### config.mk
export PLATFORM = sky130hd
export DESIGN_NAME = mux8_rr_arbiter
export DESIGN_NICKNAME = d
export VERILOG_FILES = /design/src/rtl/mux8_rr_arbiter.sv
export SDC_FILE = /design/constraint.sdc
export NUM_CORES = 1
export LEC_CHECK = 0
export CELL_PAD_IN_SITES_DETAIL_PLACEMENT = 1
export CELL_PAD_IN_SITES_GLOBAL_PLACEMENT = 1
export CORE_MARGIN = 3
export CORE_UTILIZATION = 39
export DETAILED_ROUTE_END_ITERATION = 7
export MAX_ROUTING_LAYER = met4
export PLACE_DENSITY_LB_ADDON = 0.1
export SLEW_MARGIN = 20
export SYNTH_ARGS = -nofsm -noshare
export SYNTH_HDL_FRONTEND = slang
export SYNTH_SLANG_ARGS = --single-unit
### constraint.sdc
create_clock -name clk -period 1.4 [get_ports clk]
set_input_delay 0.42 -clock clk [delete_from_list [all_inputs] [get_ports clk]]
set_output_delay 0.42 -clock clk [all_outputs]
set_load 0.01 [all_outputs]
### src/rtl/mux8_rr_arbiter.sv
// Round-robin arbiter and sequencer for an 8:1 datapath mux shared by eight
// requesters. Grants one lane at a time, drives the registered mux select,
// registers the selected lane's data and caps how long one lane may hold the
// grant so that no requester can starve the others.
module mux8_rr_arbiter #(
  parameter int DATA_W   = 8,
  parameter int MAX_HOLD = 16
) (
  input  logic                clk,
  input  logic                rst_n,
  input  logic [7:0]          i_req,
  input  logic [8*DATA_W-1:0] i_dataIn,
  output logic [7:0]          o_gnt,
  output logic [2:0]          o_sel,
  output logic                o_busy,
  output logic                o_outValid,
  output logic [DATA_W-1:0]   o_outData
);

  typedef enum logic {
    IDLE  = 1'b0,
    GRANT = 1'b1
  } stateT;

  // Last legal value of the hold counter before the grant is forcibly released.
  localparam logic [7:0] HOLD_LAST = 8'(MAX_HOLD - 1);

  // Returns {found, lane}: the first requesting lane when searching upward
  // from 'start' and wrapping modulo 8.
  function automatic logic [3:0] pickLane(input logic [7:0] reqs,
                                          input logic [2:0] start);
    logic [2:0] idx;
    logic [3:0] result;
    result = 4'b0000;
    for (int i = 0; i < 8; i++) begin
      idx = start + i[2:0];
      if (!result[3] && reqs[idx]) begin
        result = {1'b1, idx};
      end
    end
    return result;
  endfunction

  logic [1:0]        r_rstSync;
  logic              w_rstN;

  stateT             r_state;
  stateT             w_stateNext;
  logic [7:0]        r_gnt;
  logic [7:0]        w_gntNext;
  logic [2:0]        r_sel;
  logic [2:0]        w_selNext;
  logic [2:0]        r_ptr;
  logic [2:0]        w_ptrNext;
  logic [7:0]        r_hcnt;
  logic [7:0]        w_hcntNext;
  logic              r_outValid;
  logic [DATA_W-1:0] r_outData;

  logic [3:0]        w_idlePick;
  logic [2:0]        w_releasePtr;
  logic [3:0]        w_releasePick;
  logic              w_holdContinue;
  logic [DATA_W-1:0] w_laneData;

  // Reset enters asynchronously but leaves on a clock edge, so the state
  // flops never see a deassertion racing the clock.
  always_ff @(posedge clk or negedge rst_n) begin
    if (!rst_n) begin
      r_rstSync <= 2'b00;
    end else begin
      r_rstSync <= {r_rstSync[0], 1'b1};
    end
  end

  assign w_rstN = r_rstSync[1];

  // Two arbitration results are needed: one from the stored pointer (idle
  // start-up) and one from the pointer that a release would install (g+1),
  // so a release can hand over to the next lane without an idle bubble.
  assign w_idlePick    = pickLane(i_req, r_ptr);
  assign w_releasePtr  = r_sel + 3'd1;
  assign w_releasePick = pickLane(i_req, w_releasePtr);

  // The current owner keeps the mux while it still requests and has not
  // used up its hold budget.
  assign w_holdContinue = i_req[r_sel] && (r_hcnt < HOLD_LAST);

  assign w_laneData = i_dataIn[r_sel*DATA_W +: DATA_W];

  // Next-state and next-grant decision for the IDLE/GRANT sequencer.
  always_comb begin
    w_stateNext = r_state;
    w_gntNext   = r_gnt;
    w_selNext   = r_sel;
    w_ptrNext   = r_ptr;
    w_hcntNext  = r_hcnt;

    case (r_state)
      IDLE: begin
        w_gntNext = 8'h00;
        if (w_idlePick[3]) begin
          w_stateNext = GRANT;
          w_selNext   = w_idlePick[2:0];
          w_gntNext   = 8'h01 << w_idlePick[2:0];
          w_hcntNext  = 8'h00;
        end
      end

      GRANT: begin
        if (w_holdContinue) begin
          w_hcntNext = r_hcnt + 8'h01;
        end else begin
          // Releasing lane g moves priority to g+1; when g is the only
          // requester the wrapped search reaches it last and re-grants it.
          w_ptrNext = w_releasePtr;
          if (w_releasePick[3]) begin
            w_stateNext = GRANT;
            w_selNext   = w_releasePick[2:0];
            w_gntNext   = 8'h01 << w_releasePick[2:0];
            w_hcntNext  = 8'h00;
          end else begin
            w_stateNext = IDLE;
            w_gntNext   = 8'h00;
            w_hcntNext  = 8'h00;
          end
        end
      end

      default: begin
        w_stateNext = IDLE;
        w_gntNext   = 8'h00;
      end
    endcase
  end

  // Sequencer state register: grant, select, priority pointer and hold count.
  always_ff @(posedge clk or negedge w_rstN) begin
    if (!w_rstN) begin
      r_state <= IDLE;
      r_gnt   <= 8'h00;
      r_sel   <= 3'd0;
      r_ptr   <= 3'd0;
      r_hcnt  <= 8'h00;
    end else begin
      r_state <= w_stateNext;
      r_gnt   <= w_gntNext;
      r_sel   <= w_selNext;
      r_ptr   <= w_ptrNext;
      r_hcnt  <= w_hcntNext;
    end
  end

  // Output register of the shared mux: follows the granted lane one cycle
  // behind the grant and freezes its last word while nothing is granted.
  always_ff @(posedge clk or negedge w_rstN) begin
    if (!w_rstN) begin
      r_outValid <= 1'b0;
      r_outData  <= '0;
    end else begin
      r_outValid <= (r_state == GRANT);
      if (r_state == GRANT) begin
        r_outData <= w_laneData;
      end
    end
  end

  assign o_gnt      = r_gnt;
  assign o_sel      = r_sel;
  assign o_busy     = (r_state == GRANT);
  assign o_outValid = r_outValid;
  assign o_outData  = r_outData;

endmodule

==> run_results.csv, run 1 <==
group,metric,value,unit
run_status,outcome,"stopped before the end",
run_status,failed_stage,"global routing",
run_status,error,"[ERROR GRT-0232] Routing congestion too high. Check the congestion heatmap in the GUI.",
yosys,ys_seq_area_share,21.9,%
placement,globalplace.congestion,0.892,
placement,hpwl,13100,um
yosys,synth_edf_count,0,
yosys,yosys.area.top_type,"mux4_2",
yosys,ys_ff_latch,34,
yosys,yosysUniqueCellTypes,75,
yosys,synth_xor_area_share,2.51,%
global_routing,track_usage,84.2,%
yosys,synthCells,384,
floorplan,die-height,106,um
yosys,postSynth.asyncResetShare,100,%
clocking,cts_buffer_depth,2,
global_routing,overflow,207,
yosys,synth_ff_type,"dfrtp_1",
floorplan,ioPinCount,95,
yosys,muxShareOfSynthArea,35.3,%
yosys,syn_area,0.00389,mm2
yosys,synth_fa_ha_area_share,1.61,%
yosys,synthTopCellsByArea,"mux4_2 (24%), dfrtp_1 (22%), mux2i_1 (6.4%)",
global_routing,grt_max_degree,33,
floorplan,std_cell_rows,35,
yosys,synth_compound_area_share,17.1,%
clocking,hold_buffers,0,
clocking,cts_root_buf,"clkbuf_8",
yosys,syn_area_per_cell,10.1,um2
floorplan,die_w,106,um
clocking,clock-sinks,34,
clocking,cts_buffers,5,
yosys,synth_simple_gate_area_share,16.8,%
sta,crit_endpoint,"o_gnt[6]$_DFFE_PN0P_/D",
placement,io_buffers,94,
floorplan,initial_core_util,41.1,%
global_routing,antenna_found_initial,3,
yosys,yosys_warnings,0,
sta,worstEndpointType,"register data pin",
clocking,htree_levels,2,
yosys,synth_top_family_by_area,"multiplexers",
yosys,syn_nets,463,
yosys,synth.top_cell.area_share,23.8,%
synth_stat cells, drive strengths merged, types with 3 or more instances:
cell type / n
mux4: 42
nand2: 37
dfrtp: 34
mux2i: 25
a21oi: 23
nor2: 22
clkbuf: 18
mux2: 15
buf: 13
o21ai: 12
inv: 10
nor2b: 9
nand2b: 8
nor4: 8
a221o: 7
and2: 7
nand3: 6
nand4: 6
a31oi: 5
ha: 5
o31ai: 5
or3b: 4
xor2: 4
a22oi: 3
o2111ai: 3
or2: 3
metrics by stage:
stage          instances  setup slack [ns]  cell area [um2]  hold WS [ns]
4_1_cts              737             -1.91             6730         0.279
2_1_floorplan        384             -1.89             4120         0.124
3_3_place_gp         696             -2.00             5940         0.266
3_5_place_dp         696             -2.21             5940         0.296
per-layer routing:
metal | global-route usage (%) | GRT overflow
met1 | 81.9 | 0
met2 | 98.7 | 131
met3 | 65.6 | 1
met4 | 88.0 | 75
met5 | - | -
cell families after synthesis:
logic type,after synthesis
and+or+nand+nor,124
buffers and inverters,42
AOI/OAI and AO/OA,89
DFF,34
adders and majority gates,5
xor gates and xnor gates,7
muxes,82
other,1
repair_timing:
item,CTS
hold endpoints to repair,0
endpoints found under the setup margin,52
cloned,3
buffers inserted,31
gates resized for setup,146
pin swaps,21
==> run 2: changes to the inputs <==
==> config.mk (replaced) <==
export PLATFORM = sky130hd
export DESIGN_NAME = mux8_rr_arbiter
export DESIGN_NICKNAME = d
export VERILOG_FILES = /design/src/rtl/mux8_rr_arbiter.sv
export SDC_FILE = /design/constraint.sdc
export NUM_CORES = 1
export LEC_CHECK = 0
export CORE_MARGIN = 3
export CORE_UTILIZATION = 40
export DETAILED_ROUTE_END_ITERATION = 7
export PLACE_DENSITY_LB_ADDON = 0.15
export SLEW_MARGIN = 20
export SYNTH_ARGS = -nofsm -noshare
export SYNTH_HDL_FRONTEND = slang
export SYNTH_SLANG_ARGS = --single-unit
==> run 2 against run 1 <==
  * The flow now finishes, with violations (negative setup slack)
  * Area after synthesis is the same
  * Synthesized cell count is the same
==> run_results.csv, run 2 <==
group,metric,value,unit
yosys,synthTopCellsByArea,"mux4_2 (24%), dfrtp_1 (22%), mux2i_1 (6.4%)",
power,vdd_ir_drop_max,2440,uV
critical_path,crit_required,1.57,ns
floorplan,die-height,105,um
yosys,synthCells,384,
route,vias,4144,
yosys,ys_ff_latch,34,
sta,finalCriticalPeriod,3.28,ns
yosys,yosys.area.top_type,"mux4_2",
layout,drive_gt1_share,46.2,%
min_path,hold_class,"reg2async",
sta,fin_ws,-1.88,ns
power,power_density,3060,mW/mm2
power,clkPwrFrac,5.3,%
critical_path,cp_max_fo,8,
sta,finalClockSkew,0.00559,ns
placement,io_buffers,94,
route,postRouteAntennaNets,0,
route,drc_errors,0,
yosys,synth_ff_type,"dfrtp_1",
yosys,synth.top_cell.area_share,23.8,%
yosys,yosysMostFrequentCell,"mux4_2",
critical_path,path_class,"reg2reg",
clocking,cts_root_buf,"clkbuf_8",
clocking,htree_levels,2,
power,power.net_switching,8.85,mW
global_routing,grt_pass1_vias,4079,
layout,layout_commonest_cell,"buf_4",
yosys,yosys_warnings,0,
route,dr.pass1.iters,7,
power,switching_share,43.5,%
sta,setup_viol,34,
critical_path,reg2reg_slack,-1.88,ns
clocking,hold_buffers,0,
layout,regArea,855,um2
yosys,syn_area,0.00389,mm2
placement,dpl.cell_count,698,
yosys,syn_nets,463,
layout,diodes,0,
layout,nFillCells,664,
global_routing,antenna_found_initial,0,
floorplan,ioPinCount,95,
floorplan,die_w,105,um
global_routing,grt_pass1_wl,21100,um
sta,hold_viol,0,
run_status,outcome,"finished, violations left",
placement,post-place-ws,-2.02,ns
critical_path,crit_buf_inv,2,
yosys,syn_area_per_cell,10.1,um2
sta,rsz0062_at_grt,"yes",
flow_run,drv_cap,0,
floorplan,dieArea,0.0109,mm2
critical_path,crit_path_top_delay_cell,"mux4_2",
critical_path,critPathArrivalTime,3.45,ns
floorplan,initial_core_util,41.7,%
sta,fmax,305,MHz
global_routing,grt_max_degree,33,
layout,area_growth_syn_to_layout,70.9,%
power,power.leakage,2.83,nW
floorplan,std_cell_rows,35,
placement,globalplace.congestion,0.924,
yosys,yosysUniqueCellTypes,75,
clocking,path_clk_slew,0.07,ns
critical_path,startpoint_type,"flop",
placement,hpwl,10100,um
critical_path,cpPeakStageDelay,0.47,ns
global_routing,track_usage,23.7,%
clocking,clkLatencyLatePin,0.29,ns
layout,fin_cells,731,
layout,layout_common_cells,"buf_4 (123), clkdlybuf4s50_1 (65), mux4_2 (41), nand2_1 (32), dfrtp_1 (31)",
yosys,postSynth.asyncResetShare,100,%
sta,finalCritPeriodShare,234,%
yosys,synth_edf_count,0,
layout,layout.nets,680,
yosys,synth_commonest_cells,"mux4_2 (41), nand2_1 (37), dfrtp_1 (34), mux2i_1 (25), a21oi_1 (23)",
clocking,cts_buffer_depth,2,
critical_path,endpoint_kind,"flop",
power,seq_power_share,7.9,%
critical_path,critPathTopFamily,"compound AO/OA/AOI/OAI gates",
floorplan,core,0.00933,mm2
power,p_int,11.5,mW
critical_path,cp_cell_sequence,"clkinv_4 > ha_4 > mux2_4 > mux4_2 > o32a_1 > a211oi_4 > buf_6 > a21boi_4 > o31ai_4 > and4_1 > a221o_1",
route,routed_wl,13400,um
global_routing,overflow,0,
power,combPwrFrac,86.7,%
layout,multiInputGateArea,0.00322,mm2
route,viasPerCell,5.67,
yosys,ys_seq_area_share,21.9,%
clocking,clock-sinks,34,
route,post_drt_wl_per_cell,18.3,um
sta,drv_slew,0,
route,drtIter0Drc,244,
clocking,cts_tree,"yes",
clocking,cts_buffers,5,
run_status,violations,"negative setup slack",
run 2: cell counts after synthesis:
No cell type changed its count.
run 2: cells by family after synthesis:
kind of cell	Yosys count	share of synthesized area [%]
buffers and inverters	42	4.70
flip-flops	34	21.9
multiplexers	82	35.3
other	1	0.0965
XOR/XNOR	7	2.51
AND/OR/NAND/NOR	124	16.8
adder cells (fa/ha/maj)	5	1.61
AO/OA/AOI/OAI	89	17.1
run 2: path summary, 6_finish.rpt:
check	startpoint	to	depth (start not counted)
worst max-delay path	r_ptr[0]	o_gnt[4]	11
worst min-delay path	r_rstSync[1]	r_hcnt[4]	1
min in group clk	r_rstSync[0]	r_rstSync[1]	0
worst min register to register	r_rstSync[1]	r_hcnt[4]	1
worst max register to register	r_ptr[0]	o_gnt[4]	11
max in group asynchronous	r_rstSync[1]	o_sel[0]	1
run 2: cell type report:
type                    count  area share, %
inverters                  11          0.735
clock inverters             3           1.04
clock buffers               5           1.04
well taps                 129           2.43
flip-flops and latches     34           12.9
multi-input cells         309           48.5
repair buffers            240           33.4
run 2: per-layer routing:
metal	vias to the layer above	track usage [%]	part of all wire, %
met5	-	0	0
li1	1946	-	-
met3	20	2.72	4.7
met4	0	5.15	1.5
met1	2062	32.7	43
met2	116	40.5	51
run 2: power by group through the flow:
stage | clock [mW] | sequential, mW | combinational [mW]
floorplan | 0 | 1.68 | 9.57
global placement | 0 | 1.57 | 14.8
detailed placement | 0 | 1.58 | 15.0
CTS | 1.10 | 1.59 | 16.4
global route | 1.15 | 1.64 | 18.9
finish | 1.09 | 1.61 | 17.6
run 2: what timing repair did:
| action | CTS | global route |
|---|---|---|
| gates cloned | 3 | 0 |
| buffers inserted | 11 | 16 |
| pin swaps | 7 | 15 |
| resized for setup | 93 | 53 |
| endpoints found under the setup margin | 52 | 48 |
run 2: per-stage QoR:
step	util [%]	hold WS [ns]	total power [mW]	cell area (um2)	setup TNS, ns
5_1_grt	71.2	0.281	21.7	6640	-43.98
6_report	71.2	0.270	20.3	6640	-40.06
4_1_cts	68.9	0.287	19.1	6420	-39.97
3_3_place_gp	63.6	0.267	16.4	5930	-44.25
2_1_floorplan	-	0.124	11.3	4120	-37.81
3_5_place_dp	63.6	0.282	16.6	5930	-44.86
No activity file was read; power rests on OpenSTA's default activity.
==> run 3: changes to the inputs <==
--- a/config.mk
+++ b/config.mk
@@ -9,6 +9,7 @@
 export CORE_UTILIZATION = 40
 export DETAILED_ROUTE_END_ITERATION = 7
 export PLACE_DENSITY_LB_ADDON = 0.15
+export REMOVE_ABC_BUFFERS = 1
 export SLEW_MARGIN = 20
 export SYNTH_ARGS = -nofsm -noshare
 export SYNTH_HDL_FRONTEND = slang
==> run 3 against run 2 <==
  * The flow still finishes with violations (negative setup slack)
  * Global-route usage grew 1.2 points
  * Routed wire length rose by 6.2%
  * Count of clock-buffer cells in the layout increased by 1
  * Combinational power increased by 5%
  * Clock skew is 0.00089 ns higher
  * Critical path type unchanged
  * Critical endpoint unchanged
  * Largest power group unchanged
==> run_results.csv, run 3 (synthesis gave the netlist of run 2 again) <==
group,metric,value,unit
sta,fmax,303,MHz
critical_path,critPathArrivalTime,3.46,ns
critical_path,reg2reg_slack,-1.90,ns
floorplan,core,0.00933,mm2
route,postRouteAntennaNets,0,
route,viasPerCell,5.78,
critical_path,crit_required,1.57,ns
power,power_density,3080,mW/mm2
route,drtIter0Drc,288,
layout,area_growth_syn_to_layout,74.0,%
layout,layout.nets,698,
min_path,hold_class,"reg2async",
floorplan,ioPinCount,95,
route,vias,4330,
sta,fin_ws,-1.90,ns
power,clkPwrFrac,3.7,%
critical_path,cpPeakStageDelay,0.49,ns
clocking,cts_root_buf,"clkbuf_8",
floorplan,die_w,105,um
critical_path,crit_buf_inv,1,
run_status,outcome,"finished, violations left",
global_routing,grt_pass1_wl,22500,um
layout,nFillCells,660,
floorplan,dieArea,0.0109,mm2
clocking,cts_tree,"yes",
critical_path,startpoint_type,"flop",
sta,finalClockSkew,0.00648,ns
critical_path,endpoint_kind,"flop",
layout,fin_area,0.00676,mm2
sta,holdWs,0.271,ns
route,drc_errors,0,
global_routing,antenna_found_initial,0,
route,dr.pass1.iters,5,
placement,dpl_cell_area,0.00583,mm2
layout,diodes,0,
power,finalPower,20.9,mW
critical_path,crit_path_top_delay_cell,"mux4_2",
floorplan,std_cell_rows,35,
critical_path,critPathTopFamily,"compound AO/OA/AOI/OAI gates",
sta,drv_slew,0,
critical_path,cp-startpoint,"r_ptr[0]",
power,seq_power_share,7.5,%
sta,setup_viol,34,
clocking,htree_levels,2,
placement,globalplace.congestion,0.989,
power,switching_share,43.9,%
power,power.leakage,2.89,nW
sta,hold_viol,0,
critical_path,cp_max_fo,8,
run_status,violations,"negative setup slack",
critical_path,crit_path_end,"o_gnt[4]",
placement,io_buffers,94,
clocking,path_clk_slew,0.08,ns
global_routing,grt_max_degree,33,
clocking,clock-sinks,34,
power,vdd_ir_drop_max,1480,uV
route,post_drt_wl_per_cell,19.0,um
sta,finalCriticalPeriod,3.30,ns
critical_path,timing.rr.start,"r_ptr[0]",
layout,layout_common_cells,"buf_4 (134), clkdlybuf4s50_1 (68), mux4_2 (41), nand2_1 (31), dfrtp_1 (31)",
critical_path,reg2regPathDepth,10,
global_routing,grt_pass1_vias,4412,
critical_path,cp_cell_sequence,"clkinv_2 > ha_4 > mux2_4 > mux4_2 > o32a_1 > a211oi_4 > a21boi_4 > o31ai_4 > and4_1 > a221o_1",
clocking,cts_buffer_depth,2,
global_routing,overflow,0,
clocking,clkLatencyLatePin,0.29,ns
critical_path,path_class,"reg2reg",
sta,rsz0062_at_grt,"yes",
layout,final_core_util,72.5,%
critical_path,crit_cells,10,
power,power.net_switching,9.15,mW
flow_run,drv_cap,0,
clocking,cts_buffers,5,
floorplan,initial_core_util,41.7,%
sta,finalCritPeriodShare,235,%
layout,layout_commonest_cell,"buf_4",
placement,hpwl,9700,um
clocking,hold_buffers,0,
floorplan,die-height,105,um
route,routed_wl,14200,um
layout,drive_gt1_share,47.1,%
critical_path,worstReg2RegEnd,"o_gnt[4]",
power,combPwrFrac,88.8,%
power,p_int,11.7,mW
global_routing,track_usage,25.0,%
## run 3: cell count changes in the layout (fill, tap and decap cells not counted), sizes merged
| cell | change |
|---|---|
| clkdlybuf4s50 | +3 |
| dlymetal6s2s | -5 |
| clkbuf | +1 |
| clkdlybuf4s15 | +1 |
| bufinv | -2 |
| clkinvlp | +1 |
| o31ai | -1 |
| buf | +20 |
## run 3: worst min path at each step
stage                 start      endpoint  slack [ns]  cells after the start
2_1_floorplan         rst_n  r_rstSync[0]        0.12                      0
3_3_place_gp   r_rstSync[1]    o_outValid        0.28                      1
3_5_place_dp   r_rstSync[1]    o_outValid        0.29                      1
4_1_cts               rst_n  r_rstSync[0]        0.29                      1
5_1_grt               rst_n  r_rstSync[0]        0.29                      1
6_report       r_rstSync[1]        o_busy        0.27                      1
## run 3: layout make-up
type	count	area, um2	share of cell area, %
timing repair buffer	259	2410	35.6
tap	129	161	2.39
inverter	11	42.5	0.629
clock inverter	2	12.5	0.185
clock buffer	6	82.6	1.22
sequential	34	855	12.6
multi-input combinational	308	3200	47.3
## run 3: metrics by stage
step / instances / setup TNS [ns] / setup slack, ns
2_1_floorplan: 353 / -73.90 / -3.49
3_3_place_gp: 703 / -47.63 / -2.09
3_5_place_dp: 703 / -49.18 / -2.14
4_1_cts: 734 / -38.76 / -1.76
5_1_grt: 749 / -44.27 / -2.00
6_report: 749 / -41.04 / -1.90
## run 3: repair_timing
action | in CTS | in global routing
gates cloned | 4 | 0
endpoints found under the setup margin | 52 | 48
pin swaps | 20 | 17
gates resized for setup | 127 | 44
buffers inserted | 19 | 17
## run 3: metal layers
layer | global-route usage [%] | up-vias | part of all wire, % | routed length, um
li1 | - | 1984 | - | -
met1 | 32.5 | 2122 | 41 | 5790
met2 | 43.4 | 183 | 51 | 7240
met3 | 3.64 | 41 | 5.4 | 760
met4 | 7.03 | 0 | 2.9 | 416
met5 | 0 | - | 0 | 0
## run 3: worst register-to-register path, delay by kind of cell (launching register included)
kind	cells	cell delay, ns
simple gates	1	0.23
compound gates	5	1.29
buf+inv	1	0.10
fa+ha+maj	1	0.34
flops	1	0.40
mux	2	0.81
## run 3: power by group through the flow
| stage | Combinational (mW) | Clock [mW] | Sequential (mW) |
|---|---|---|---|
| final | 18.5 | 0.775 | 1.56 |
| after global routing | 19.7 | 0.845 | 1.60 |
| after CTS | 16.9 | 0.793 | 1.55 |
| after detailed placement | 14.6 | 0 | 1.56 |
| after global placement | 14.4 | 0 | 1.55 |
| after floorplan | 7.78 | 0 | 2.13 |
==> run 4: changes to the inputs <==
--- a/config.mk
+++ b/config.mk
@@ -5,9 +5,9 @@
 export SDC_FILE = /design/constraint.sdc
 export NUM_CORES = 1
 export LEC_CHECK = 0
-export CORE_MARGIN = 3
-export CORE_UTILIZATION = 40
+export CORE_UTILIZATION = 51
 export DETAILED_ROUTE_END_ITERATION = 7
+export GPL_TIMING_DRIVEN = 0
 export PLACE_DENSITY_LB_ADDON = 0.15
 export REMOVE_ABC_BUFFERS = 1
 export SLEW_MARGIN = 20
==> run 4 against run 3 <==
  * The flow still finishes with violations (negative setup slack)
  * Die area decreased by 27%
  * Register-to-register slack got worse by 0.14 ns
  * Setup slack got worse by 0.14 ns
  * First-iteration DRC count increased by 52%
  * Clock skew decreased by 0.0016 ns
==> run_results.csv, run 4 (synthesis gave the netlist of run 2 again) <==
group,metric,value,unit
clocking,hold_buffers,0,
sta,setup_viol,34,
placement,hpwl,7450,um
layout,diodes,0,
clocking,cts_root_buf,"clkbuf_8",
placement,dpl_cell_area,0.00485,mm2
critical_path,crit_cells,13,
sta,rsz0062_at_grt,"yes",
route,drtIter0Drc,439,
sta,relSlewSlack,52.5,%
route,postRouteAntennaNets,0,
layout,fin_cells,620,
critical_path,cp-startpoint,"o_sel[0]",
route,drc_errors,0,
min_path,hold_class,"in2async",
global_routing,overflow,0,
floorplan,initial_core_util,53.3,%
clocking,cts_buffers,5,
floorplan,core,0.00729,mm2
global_routing,grt_pass1_wl,20200,um
sta,finalClockSkew,0.00487,ns
critical_path,cp_max_fo,8,
critical_path,reg2reg_slack,-2.04,ns
route,routed_wl,14500,um
route,vias,4282,
critical_path,path_class,"reg2reg",
clocking,path_clk_slew,0.07,ns
route,viasPerCell,6.91,
layout,final_core_util,82.9,%
placement,globalplace.congestion,0.888,
critical_path,timing.rr.start,"o_sel[0]",
critical_path,crit_buf_inv,4,
layout,layout_common_cells,"clkdlybuf4s50_1 (65), buf_4 (48), mux4_2 (41), nand2_1 (31), dfrtp_1 (27)",
clocking,htree_levels,2,
sta,finalCritPeriodShare,245,%
layout,drive_gt1_share,41.3,%
critical_path,worstReg2RegEnd,"o_gnt[7]",
floorplan,die_w,89.3,um
global_routing,grt_max_degree,33,
clocking,clkLatencyLatePin,0.29,ns
critical_path,critPathArrivalTime,3.61,ns
global_routing,grt_pass1_vias,4031,
critical_path,cpPeakStageDelay,0.51,ns
layout,layout_commonest_cell,"clkdlybuf4s50_1",
sta,worstMarginPinSlew,0.712,ns
route,dr.pass1.iters,7,
layout,area_growth_syn_to_layout,55.5,%
sta,fin_ws,-2.04,ns
floorplan,ioPinCount,95,
critical_path,critPathTopFamily,"compound AO/OA/AOI/OAI gates",
critical_path,crit_path_end,"o_gnt[7]",
layout,fin_area,0.00604,mm2
sta,finalCriticalPeriod,3.44,ns
critical_path,reg2regPathDepth,13,
floorplan,std_cell_rows,31,
layout,layout.nets,599,
sta,hold_viol,0,
placement,dpl.cell_count,547,
clocking,cts_tree,"yes",
global_routing,track_usage,33.7,%
sta,drv_slew,0,
sta,holdWs,0.285,ns
floorplan,die-height,89.3,um
global_routing,antenna_found_initial,0,
floorplan,dieArea,0.00798,mm2
clocking,cts_buffer_depth,2,
clocking,clock-sinks,34,
critical_path,crit_required,1.57,ns
sta,fmax,291,MHz
flow_run,drv_cap,0,
run_status,violations,"negative setup slack",
route,post_drt_wl_per_cell,23.4,um
critical_path,startpoint_type,"flop",
run_status,outcome,"finished, violations left",
placement,io_buffers,94,
critical_path,crit_path_top_delay_cell,"dfrtp_4",
critical_path,endpoint_kind,"flop",
critical_path,cp_cell_sequence,"buf_16 > clkinvlp_4 > ha_4 > buf_6 > mux4_2 > nor4_4 > buf_4 > o41ai_4 > o32ai_2 > o31a_1 > a21oi_4 > nor2b_4 > a221o_1",
[run 4: final cells by class]
class                           instances  area, um2
Clock buffer                            5       68.8
Clock inverter                          3       68.8
Fill cell                             402       1250
Inverter                               11       50.0
Multi-Input combinational cell        308       3320
Sequential cell                        34        872
Tap cell                               99        124
Timing Repair Buffer                  160       1540
[run 4: per-layer routing]
metal	part of all wire (%)	GRT usage (%)
met1	35	41.9
met2	53	57.9
met4	3.8	14.6
met3	8.2	5.91
met5	0	0
[run 4: worst min-delay path by stage]
stage / startpoint / endpoint / slack, ns / cells after the start
finish: rst_n / r_rstSync[1] / 0.29 / 1
global route: rst_n / r_rstSync[0] / 0.28 / 1
CTS: rst_n / r_rstSync[0] / 0.28 / 1
detailed placement: r_rstSync[1] / r_hcnt[4] / 0.33 / 0
global placement: r_rstSync[0] / r_rstSync[1] / 0.34 / 0
floorplan: rst_n / r_rstSync[0] / 0.12 / 0
[run 4: per-stage QoR]
step / setup slack (ns) / setup TNS (ns)
2_1_floorplan: -3.49 / -73.90
3_5_place_dp: -3.54 / -78.45
5_1_grt: -2.10 / -45.52
6_report: -2.04 / -43.48
3_3_place_gp: -4.49 / -98.91
4_1_cts: -1.87 / -39.71
[run 4: what timing repair did]
| action | in CTS | in global routing |
|---|---|---|
| setup endpoints to repair | 52 | 46 |
| cloned | 2 | 0 |
| buffers inserted | 47 | 17 |
| pin swaps | 23 | 32 |
| gates resized for setup | 130 | 59 |
Power of run 4 is not shown: default switching activity piles up to over one toggle a cycle in this logic, so the estimate is an artifact.
